$ cat config.mk
export PLATFORM = sky130hd
export DESIGN_NAME = mem_access_unit_flat
export DESIGN_NICKNAME = d
export VERILOG_FILES = /design/src/rtl/mem_access_unit_if.sv /design/src/rtl/mem_access_unit.sv /design/src/flat_wrapper.sv
export SDC_FILE = /design/constraint.sdc
export NUM_CORES = 1
export LEC_CHECK = 0
export CORE_ASPECT_RATIO = 1.4
export CORE_MARGIN = 1
export CORE_UTILIZATION = 38
export CTS_CLUSTER_SIZE = 12
export DETAILED_ROUTE_END_ITERATION = 8
export PLACE_DENSITY_LB_ADDON = 0.05
export SYNTH_ARGS = -nofsm -noshare
export SYNTH_HDL_FRONTEND = slang
export SYNTH_SLANG_ARGS = --single-unit
$ cat constraint.sdc
create_clock -name clk -period 2.24 [get_ports clk]
set_clock_uncertainty 0.2 [all_clocks]
set_input_delay 0.336 -clock clk [delete_from_list [all_inputs] [get_ports clk]]
set_output_delay 0.336 -clock clk [all_outputs]
set_load 0.01 [all_outputs]
$ cat src/rtl/mem_access_unit_if.sv
// rtl/mem_access_unit_if.sv - datapath request/response and data-memory port bundle
// master = datapath + memory environment, slave = the load/store unit
interface mem_access_unit_if #(
   parameter int DATA_W     = 32,
   parameter int DM_ADDRESS = 9
);
   logic                  req_valid;
   logic                  req_we;
   logic [2:0]            req_funct3;
   logic [DATA_W-1:0]     req_addr;
   logic [DATA_W-1:0]     req_wdata;
   logic                  req_ready;
   logic                  stall;
   logic                  resp_valid;
   logic                  resp_err;
   logic [DATA_W-1:0]     resp_rdata;
   logic                  mem_req;
   logic                  mem_we;
   logic [DM_ADDRESS-1:0] mem_addr;
   logic [3:0]            mem_be;
   logic [31:0]           mem_wdata;
   logic                  mem_ack;
   logic [31:0]           mem_rdata;

   modport master (
      output req_valid, req_we, req_funct3, req_addr, req_wdata, mem_ack, mem_rdata,
      input  req_ready, stall, resp_valid, resp_err, resp_rdata,
      input  mem_req, mem_we, mem_addr, mem_be, mem_wdata
   );

   modport slave (
      input  req_valid, req_we, req_funct3, req_addr, req_wdata, mem_ack, mem_rdata,
      output req_ready, stall, resp_valid, resp_err, resp_rdata,
      output mem_req, mem_we, mem_addr, mem_be, mem_wdata
   );
endinterface

$ cat src/rtl/mem_access_unit.sv
// rtl/mem_access_unit.sv - RV32I load/store unit driving a word-wide data memory port
// One request in flight; misaligned/illegal requests and memory timeouts return resp_err.
module mem_access_unit #(
   parameter int DATA_W     = 32,
   parameter int DM_ADDRESS = 9,
   parameter int TIMEOUT    = 16
) (
   input  logic             clk,
   input  logic             reset,
   mem_access_unit_if.slave bus
);
   localparam int CNT_W = (TIMEOUT > 1) ? $clog2(TIMEOUT) : 1;

   typedef enum logic [1:0] {IDLE = 2'd0, ACCESS = 2'd1, RESP = 2'd2} state_t;
   state_t state, state_nxt;

   logic                  r_we;
   logic [2:0]            r_funct3;
   logic [1:0]            r_lane;
   logic [DM_ADDRESS-1:0] r_addr;
   logic [3:0]            r_be;
   logic [31:0]           r_wdata;
   logic [CNT_W-1:0]      cnt;
   logic                  r_err;
   logic [DATA_W-1:0]     r_rdata;

   logic              req_legal, req_aligned, req_ok, timeout_hit;
   logic [3:0]        be_nxt;
   logic [31:0]       wdata_nxt;
   logic [7:0]        ld_byte;
   logic [15:0]       ld_half;
   logic [DATA_W-1:0] load_ext;
   logic              ready_c, mem_req_c, resp_valid_c;
   logic              unused_addr_hi;

   assign unused_addr_hi = ^bus.req_addr[DATA_W-1:DM_ADDRESS];

   always_comb begin
      req_legal   = 1'b0;
      req_aligned = 1'b1;
      case (bus.req_funct3)
         3'b000, 3'b001, 3'b010: req_legal = 1'b1;
         3'b100, 3'b101:         req_legal = !bus.req_we;
         default:                req_legal = 1'b0;
      endcase
      case (bus.req_funct3[1:0])
         2'b01:   req_aligned = !bus.req_addr[0];
         2'b10:   req_aligned = (bus.req_addr[1:0] == 2'b00);
         default: req_aligned = 1'b1;
      endcase
      req_ok = req_legal && req_aligned;
   end

   // Store data is replicated across lanes so the memory only has to honour byte enables.
   always_comb begin
      be_nxt    = 4'b1111;
      wdata_nxt = 32'd0;
      if (bus.req_we) begin
         case (bus.req_funct3[1:0])
            2'b00: begin
               be_nxt    = 4'b0001 << bus.req_addr[1:0];
               wdata_nxt = {4{bus.req_wdata[7:0]}};
            end
            2'b01: begin
               be_nxt    = 4'b0011 << {bus.req_addr[1], 1'b0};
               wdata_nxt = {2{bus.req_wdata[15:0]}};
            end
            default: wdata_nxt = bus.req_wdata[31:0];
         endcase
      end
   end

   always_comb begin
      ld_byte = bus.mem_rdata[8*r_lane +: 8];
      ld_half = bus.mem_rdata[16*r_lane[1] +: 16];
      case (r_funct3)
         3'b000:  load_ext = DATA_W'($signed(ld_byte));
         3'b001:  load_ext = DATA_W'($signed(ld_half));
         3'b100:  load_ext = DATA_W'(ld_byte);
         3'b101:  load_ext = DATA_W'(ld_half);
         default: load_ext = DATA_W'(bus.mem_rdata);
      endcase
   end

   assign timeout_hit = (cnt == CNT_W'(TIMEOUT - 1));

   always_ff @(posedge clk) begin
      if (!reset) state <= IDLE;
      else        state <= state_nxt;
   end

   always_comb begin
      state_nxt = state;
      case (state)
         IDLE:    if (bus.req_valid) state_nxt = req_ok ? ACCESS : RESP;
         ACCESS:  if (bus.mem_ack || timeout_hit) state_nxt = RESP;
         RESP:    state_nxt = IDLE;
         default: state_nxt = IDLE;
      endcase
   end

   always_comb begin
      ready_c      = 1'b0;
      mem_req_c    = 1'b0;
      resp_valid_c = 1'b0;
      case (state)
         IDLE:    ready_c      = reset;
         ACCESS:  mem_req_c    = 1'b1;
         RESP:    resp_valid_c = 1'b1;
         default: ;
      endcase
   end

   // Request fields are latched at accept; req_* changes afterwards are ignored.
   always_ff @(posedge clk) begin
      if (!reset) begin
         r_we     <= 1'b0;
         r_funct3 <= 3'd0;
         r_lane   <= 2'd0;
         r_addr   <= '0;
         r_be     <= 4'd0;
         r_wdata  <= 32'd0;
         cnt      <= '0;
         r_err    <= 1'b0;
         r_rdata  <= '0;
      end else begin
         case (state)
            IDLE: if (bus.req_valid) begin
               if (!req_ok) begin
                  r_err   <= 1'b1;
                  r_rdata <= '0;
               end else begin
                  r_we     <= bus.req_we;
                  r_funct3 <= bus.req_funct3;
                  r_lane   <= bus.req_addr[1:0];
                  r_addr   <= {bus.req_addr[DM_ADDRESS-1:2], 2'b00};
                  r_be     <= be_nxt;
                  r_wdata  <= wdata_nxt;
                  cnt      <= '0;
               end
            end
            ACCESS: begin
               if (bus.mem_ack) begin
                  r_err   <= 1'b0;
                  r_rdata <= r_we ? '0 : load_ext;
               end else if (timeout_hit) begin
                  r_err   <= 1'b1;
                  r_rdata <= '0;
               end else begin
                  cnt <= cnt + 1'b1;
               end
            end
            default: ;
         endcase
      end
   end

   assign bus.req_ready  = ready_c;
   assign bus.stall      = bus.req_valid & ~resp_valid_c;
   assign bus.resp_valid = resp_valid_c;
   assign bus.resp_err   = r_err;
   assign bus.resp_rdata = r_rdata;
   assign bus.mem_req    = mem_req_c;
   assign bus.mem_we     = r_we;
   assign bus.mem_addr   = r_addr;
   assign bus.mem_be     = r_be;
   assign bus.mem_wdata  = r_wdata;
endmodule

$ cat src/flat_wrapper.sv
// flat-port wrapper written by rule: the top's interface ports become plain ports
module mem_access_unit_flat 
#(
   parameter int DATA_W     = 32,
   parameter int DM_ADDRESS = 9,
   parameter int TIMEOUT    = 16
)
  (clk, reset, bus_req_valid, bus_req_we, bus_req_funct3, bus_req_addr, bus_req_wdata, bus_mem_ack, bus_mem_rdata, bus_req_ready, bus_stall, bus_resp_valid, bus_resp_err, bus_resp_rdata, bus_mem_req, bus_mem_we, bus_mem_addr, bus_mem_be, bus_mem_wdata);
  mem_access_unit_if #(.DATA_W(DATA_W), .DM_ADDRESS(DM_ADDRESS)) bus_i ();
  input  logic clk;
  input  logic reset;
  input wire logic [$bits(bus_i.req_valid)-1:0] bus_req_valid;
  input wire logic [$bits(bus_i.req_we)-1:0] bus_req_we;
  input wire logic [$bits(bus_i.req_funct3)-1:0] bus_req_funct3;
  input wire logic [$bits(bus_i.req_addr)-1:0] bus_req_addr;
  input wire logic [$bits(bus_i.req_wdata)-1:0] bus_req_wdata;
  input wire logic [$bits(bus_i.mem_ack)-1:0] bus_mem_ack;
  input wire logic [$bits(bus_i.mem_rdata)-1:0] bus_mem_rdata;
  output wire logic [$bits(bus_i.req_ready)-1:0] bus_req_ready;
  output wire logic [$bits(bus_i.stall)-1:0] bus_stall;
  output wire logic [$bits(bus_i.resp_valid)-1:0] bus_resp_valid;
  output wire logic [$bits(bus_i.resp_err)-1:0] bus_resp_err;
  output wire logic [$bits(bus_i.resp_rdata)-1:0] bus_resp_rdata;
  output wire logic [$bits(bus_i.mem_req)-1:0] bus_mem_req;
  output wire logic [$bits(bus_i.mem_we)-1:0] bus_mem_we;
  output wire logic [$bits(bus_i.mem_addr)-1:0] bus_mem_addr;
  output wire logic [$bits(bus_i.mem_be)-1:0] bus_mem_be;
  output wire logic [$bits(bus_i.mem_wdata)-1:0] bus_mem_wdata;
  assign bus_i.req_valid = bus_req_valid;
  assign bus_i.req_we = bus_req_we;
  assign bus_i.req_funct3 = bus_req_funct3;
  assign bus_i.req_addr = bus_req_addr;
  assign bus_i.req_wdata = bus_req_wdata;
  assign bus_i.mem_ack = bus_mem_ack;
  assign bus_i.mem_rdata = bus_mem_rdata;
  assign bus_req_ready = bus_i.req_ready;
  assign bus_stall = bus_i.stall;
  assign bus_resp_valid = bus_i.resp_valid;
  assign bus_resp_err = bus_i.resp_err;
  assign bus_resp_rdata = bus_i.resp_rdata;
  assign bus_mem_req = bus_i.mem_req;
  assign bus_mem_we = bus_i.mem_we;
  assign bus_mem_addr = bus_i.mem_addr;
  assign bus_mem_be = bus_i.mem_be;
  assign bus_mem_wdata = bus_i.mem_wdata;
  mem_access_unit #(.DATA_W(DATA_W), .DM_ADDRESS(DM_ADDRESS), .TIMEOUT(TIMEOUT)) u_core (.clk(clk), .reset(reset), .bus(bus_i));
endmodule
==> results.json, run 1 <==
{
  "status": "finished, final reports clean",
  "wl_mm": 14.3,
  "asyncSetResetFlopFracSynth_pct": 0,
  "seq_area_frac_synth_pct": 41.3,
  "grt_max_degree": 39,
  "clock-root-buffer": "clkbuf_16",
  "fin_total_pwr_uw": 4200,
  "syn_area_mm2": 0.00427,
  "placed_area_mm2": 0.00631,
  "power_density_mw_per_mm2": 609,
  "hpwl_mm": 10.3,
  "drt_iter0_markers": 180,
  "ys_types": 55,
  "slew-limit-headroom_pct": 63.6,
  "cts_max_path_buffers": 2,
  "hold_path.class": "in2reg",
  "grt_pass1_vias": 4671,
  "end_kind": "flip-flop",
  "via_per_inst": 5.57,
  "ys.flop_type": "dfxtp_1",
  "final_common_cell": "clkdlybuf4s50_1",
  "gp_congestion": 0.896,
  "dr.pass1.iters": 4,
  "die_h_um": 127,
  "cts.sinks": 88,
  "port_buffers": 161,
  "gr-usage-all-layers_pct": 24.8,
  "setup_violations": 0,
  "synth.area.top_cells": "dfxtp_1 41%, a21oi_1 7.5%, o21ai_0 5.7%",
  "finalHoldViolations": 0,
  "tritoncts": "built",
  "grt_first_pass_wirelength_mm": 22.8,
  "htree_levels": 3,
  "cpMaxStageDelayCell": "or3b_4",
  "yosysWarnings": 0,
  "power_leakage_uw": 0.00241,
  "yosysTopAreaCell": "dfxtp_1",
  "grt_setup_unrepaired": "no",
  "critical_path.max_fanout": 14,
  "cp_common_cell": "buf_6",
  "rows": 45,
  "fin_area_mm2": 0.00690,
  "fin_crit_ns": 2.17,
  "cp.required_ns": 2.31,
  "die-area_mm2": 0.0117,
  "layout-drive-gt1-share_pct": 16.6,
  "top_level_ports": 187,
  "fmax_ghz": 0.460,
  "maxCapViolations": 0,
  "ant_nets": 0,
  "synth_edf_count": 0,
  "crit_chain": "clkdlybuf4s50_1, or3b_4, buf_6, a31oi_4, buf_12, buf_6, buf_16, nand3_1, a21oi_2",
  "num_antenna_cells": 0,
  "synth-seq-cells": 88,
  "synth_top_area_share_pct": 41.3,
  "setup.worst_path.start_class": "input port",
  "dieWidth_um": 91.6,
  "synth_cells": 485,
  "wl_per_cell_um": 17.6,
  "cp_data_arrival_time_ns": 2.25,
  "syn_area_per_cell_um2": 8.80,
  "crit_type": "in2reg",
  "overflow": 0,
  "cts.clk_slew.worst_paths_ns": 0.06,
  "antenna_found_initial": 0,
  "max_slew.worst_pin.slew_ns": 0.546,
  "core_area_mm2": 0.0109,
  "finalSetupTns_ns": 0,
  "crit_path_max_incr_delay_ns": 0.46,
  "remaining_drc_errors": 0,
  "nNetsFinal": 778,
  "final_cell_mix": "158 x clkdlybuf4s50_1, 88 x dfxtp_1, 57 x a21oi_1",
  "numCtsBuffers": 9,
  "period_share_pct": 97.0,
  "clk_latency_ns": 0.34,
  "vias": 4536,
  "start_util_pct": 39.3,
  "vdd_drop_max_v": 0.000360,
  "slew_viol_final": 0,
  "syn2layout_area_growth_pct": 61.6
}
## Yosys cell counts, types with 2 or more instances
cell type	number
a32o_1	7
nor3b_1	2
o211ai_1	3
buf_2	11
nor3_1	8
o21ai_1	4
buf_1	2
a311oi_1	4
nand2b_1	29
nand3_1	20
o21bai_1	2
mux2_2	14
a21oi_1	64
a211oi_1	2
a22oi_1	2
nor2b_1	2
nor2_1	13
a221o_1	7
or4_1	7
nand4_1	23
o2bb2ai_1	9
clkbuf_1	29
nand2_1	8
inv_1	9
dfxtp_1	88
mux2i_1	4
ha_1	4
o21ai_0	49
a22o_1	17
and2_1	9
o221ai_1	7
o21a_1	2
buf_4	2
## report_power, final
part | switching, uW | total [uW] | internal, uW | leakage, uW
registers | 30.9 | 1640 | 1600 | 0.000711
clock network | 589 | 1660 | 1080 | 0.000158
logic | 414 | 903 | 489 | 0.00154
total | 1030 | 4200 | 3170 | 0.00241
## stage by stage
| step | worst slack (ns) | instances | hold slack, ns | utilization, % |
|---|---|---|---|---|
| after global routing | 0.00173 | 814 | 0.0748 | 63.5 |
| after CTS | 0.0431 | 814 | 0.241 | 63.0 |
| after detailed placement | -0.493 | 791 | 0.259 | 58.1 |
| after floorplan | 0.0145 | 486 | 0.251 | - |
| after global placement | -0.446 | 791 | 0.248 | 58.1 |
| final | 0.0661 | 814 | 0.0760 | 63.5 |
## sequential cells by signal, summed over array words and instances (netlist names)
register,cells
u_core.bus.mem_wdata,32
u_core.bus.resp_rdata,32
u_core.bus.mem_addr,7
u_core.bus.mem_be,4
u_core.cnt,4
u_core.r_funct3,3
u_core.r_lane,2
u_core.state,2
u_core.bus.mem_we,1
u_core.bus.resp_err,1
## routing by layer
layer,up-vias,track usage (%),part of all wire [%]
li1,2197,-,-
met3,32,6.25,5.4
met4,0,11.7,3.8
met5,-,0,0
met2,148,46.7,53
met1,2159,25.4,38
## kinds of logic after synthesis
group                      after synthesis  share of synthesized area (%)
AOI/OAI and AO/OA                      190                           29.7
buffers and inverters                   55                           5.51
xor gates and xnor gates                 2                          0.411
other                                    1                         0.0879
adders and majority gates                4                           1.17
DFF                                     88                           41.3
muxes                                   18                           4.63
and+or+nand+nor                        127                           17.2
## final timing paths
path	slack (ns)	depth (start not counted)	start	to
setup / recovery	0.07	9	bus_req_addr[1]	u_core.bus.mem_we
hold reg to reg	0.27	1	u_core.bus.resp_rdata[10]	u_core.bus.resp_rdata[10]
setup reg to reg	0.28	5	u_core.r_lane[1]	u_core.bus.resp_rdata[13]
hold / removal	0.08	3	bus_req_funct3[0]	u_core.r_funct3[0]
## final cells by class
class / instances / area, um^2
clock buffers: 10 / 229
clock inverters: 4 / 95.1
fillers: 932 / 3970
inverters: 10 / 37.5
multi-input cells: 344 / 2390
flip-flops and latches: 88 / 1760
well taps: 141 / 176
repair buffers: 217 / 2210
## worst max-delay path: cells and delay by family
kind,cells,cell delay (ns)
and+or+nand+nor,2,0.55
buffers and inverters,5,0.99
AOI/OAI and AO/OA,2,0.37
## timing repair
action,4_1_cts,5_1_grt
gates cloned,4,0
hold buffers,0,0
resized for setup,15,15
pin swaps,4,2
setup buffers,5,0
hold endpoints to repair,0,0
endpoints found under the setup margin,79,18
No activity file was read; power rests on OpenSTA's default activity.
==> run 2: changes to the inputs <==
- PLACE_DENSITY: unset -> 0.76
- PLACE_DENSITY_LB_ADDON: 0.05 -> unset
- clock period: 2.24 -> 1.8 ns (I/O delays scaled with it)
==> run 2 against run 1 <==
Cell count grew 4.1%. Worst hold slack lost 0.051 ns. Routed wire length grew 13%. Final area grew 7.9%. Setup slack lost 0.13 ns. Flip-flop and latch count is the same. Critical path depth shrank 2. Global-route usage grew 1.7 points. Largest cell class unchanged. Critical endpoint is now u_core.bus.mem_wdata[11]. Utilization grew 5.0 points. Clock power grew 16%. Sequential share of layout area shrank 1.7 points. The flow now finishes with violations (negative setup slack).
==> results.json, run 2 (synthesis results as in run 1) <==
{
  "htree_levels": 3,
  "max_slew.worst_pin.slew_ns": 0.684,
  "switchingPower_uw": 1390,
  "hold_path_depth": 3,
  "vdd_drop_max_v": 0.000425,
  "die_h_um": 127,
  "remaining_drc_errors": 0,
  "final_common_cell": "clkdlybuf4s50_1",
  "clk_latency_ns": 0.34,
  "use_met1_pct": 28.1,
  "r2r_cells": 5,
  "slew_viol_final": 0,
  "antenna_found_initial": 1,
  "wl_mm": 16.1,
  "port_buffers": 161,
  "period_share_pct": 104,
  "num_antenna_cells": 0,
  "gr-usage-all-layers_pct": 26.5,
  "grt.busiest_layer": "met2",
  "dr.pass1.iters": 4,
  "violations": "negative setup slack",
  "tritoncts": "built",
  "finalHoldViolations": 0,
  "top_level_ports": 187,
  "cp_data_arrival_time_ns": 1.94,
  "wl_per_cell_um": 19.1,
  "hold_path.class": "in2reg",
  "post-place-ws_ns": -0.889,
  "clkPwrFrac_pct": 36.9,
  "grt_setup_unrepaired": "yes",
  "cts.clk_slew.worst_paths_ns": 0.06,
  "gp_congestion": 0.849,
  "rows": 45,
  "overflow": 0,
  "crit_type": "in2reg",
  "critical_path.max_fanout": 7,
  "status": "complete, but fails checks",
  "fin_total_pwr_uw": 5220,
  "end_kind": "flip-flop",
  "nNetsFinal": 810,
  "via_per_inst": 5.80,
  "intPower_uw": 3840,
  "clock-root-buffer": "clkbuf_16",
  "core_area_mm2": 0.0109,
  "final_cell_mix": "149 x clkdlybuf4s50_1, 83 x dfxtp_1, 63 x buf_4",
  "setup_violations": 27,
  "seqPwrFrac_pct": 39.0,
  "slew-limit-headroom_pct": 54.3,
  "cts.sinks": 88,
  "finalSetupTns_ns": -0.747,
  "p_comb_share_pct": 24.0,
  "global_route.usage.met2_pct": 47.8,
  "grt_max_degree": 51,
  "syn2layout_area_growth_pct": 74.4,
  "grt_use_met3_pct": 5.89,
  "ant_nets": 0,
  "dieWidth_um": 91.6,
  "power_density_mw_per_mm2": 702,
  "layout-drive-gt1-share_pct": 27.5,
  "numCtsBuffers": 9,
  "hpwl_mm": 10.6,
  "start_util_pct": 39.3,
  "timing.final.ws_setup_ns": -0.0687,
  "setup.worst_path.start_class": "input port",
  "die-area_mm2": 0.0117,
  "cp.required_ns": 1.87,
  "drt_iter0_markers": 216,
  "cts_max_path_buffers": 2,
  "vias": 4909,
  "fin_crit_ns": 1.87,
  "swShare_pct": 26.5,
  "grt_first_pass_wirelength_mm": 24.4,
  "fmax_ghz": 0.535,
  "grt_pass1_vias": 4896,
  "power_leakage_uw": 0.00266,
  "maxCapViolations": 0,
  "hold_ws_ns": 0.0245
}
-- run 2: cell count changes in the layout (fill, tap and decap cells not counted), moves of 9 or more --
cell	before	now
o21ai_2	0	13
buf_4	41	63
o21ai_1	4	30
clkdlybuf4s50_1	158	149
o21ai_0	49	10
buf_6	4	13
-- run 2: timing repair --
item / CTS / global route
endpoints found under the hold margin: 0 / 0
pin swaps: 32 / 26
buffers inserted: 16 / 2
resized for setup: 67 / 73
cloned: 5 / 3
hold buffers: 0 / 0
endpoints found under the setup margin: 92 / 86
-- run 2: layout make-up --
| type | instances | area, um^2 |
|---|---|---|
| clock buffers | 13 | 270 |
| repair buffers | 249 | 2470 |
| multi-input cells | 344 | 2650 |
| inverters | 10 | 70.1 |
| well taps | 141 | 176 |
| clock inverters | 2 | 37.5 |
| flip-flops and latches | 88 | 1770 |
| fillers | 787 | 3420 |
-- run 2: path summary, 6_finish.rpt --
path	slack, ns	to	start
worst max-delay path	-0.07	u_core.bus.mem_wdata[11]	bus_req_funct3[0]
worst min-delay path	0.02	u_core.r_funct3[0]	bus_req_funct3[0]
worst max register to register	-0.07	u_core.bus.resp_rdata[13]	u_core.r_lane[1]
worst min register to register	0.27	u_core.bus.resp_rdata[2]	u_core.bus.resp_rdata[2]
-- run 2: per-stage QoR --
stage | std cells | utilization (%) | instance area, um^2
after detailed placement | 811 | 60.9 | 6620
after global routing | 847 | 68.5 | 7440
final | 847 | 68.5 | 7440
after CTS | 845 | 66.5 | 7230
after global placement | 811 | 60.9 | 6620
after floorplan | 486 | - | 4450
-- run 2: power groups by stage --
stage	Sequential (uW)	Clock, uW	Combinational (uW)
6_report	2040	1930	1260
5_1_grt	2040	2040	1320
4_1_cts	2040	1940	1140
3_5_place_dp	2080	0	1040
3_3_place_gp	2080	0	1020
2_1_floorplan	2080	0	486
-- run 2: layer usage --
metal | share of wire, % | up-vias
li1 | - | 2263
met1 | 36 | 2363
met2 | 53 | 224
met3 | 6.2 | 57
met4 | 4.2 | 2
met5 | 0.062 | -
-- run 2: critical path, cell delays in order --
cell	delay [ns]
buf_12	0.12
inv_16	0.05
ha_4	0.12
or3b_4	0.44
a31o_4	0.28
or4_1	0.49
a21oi_1	0.16
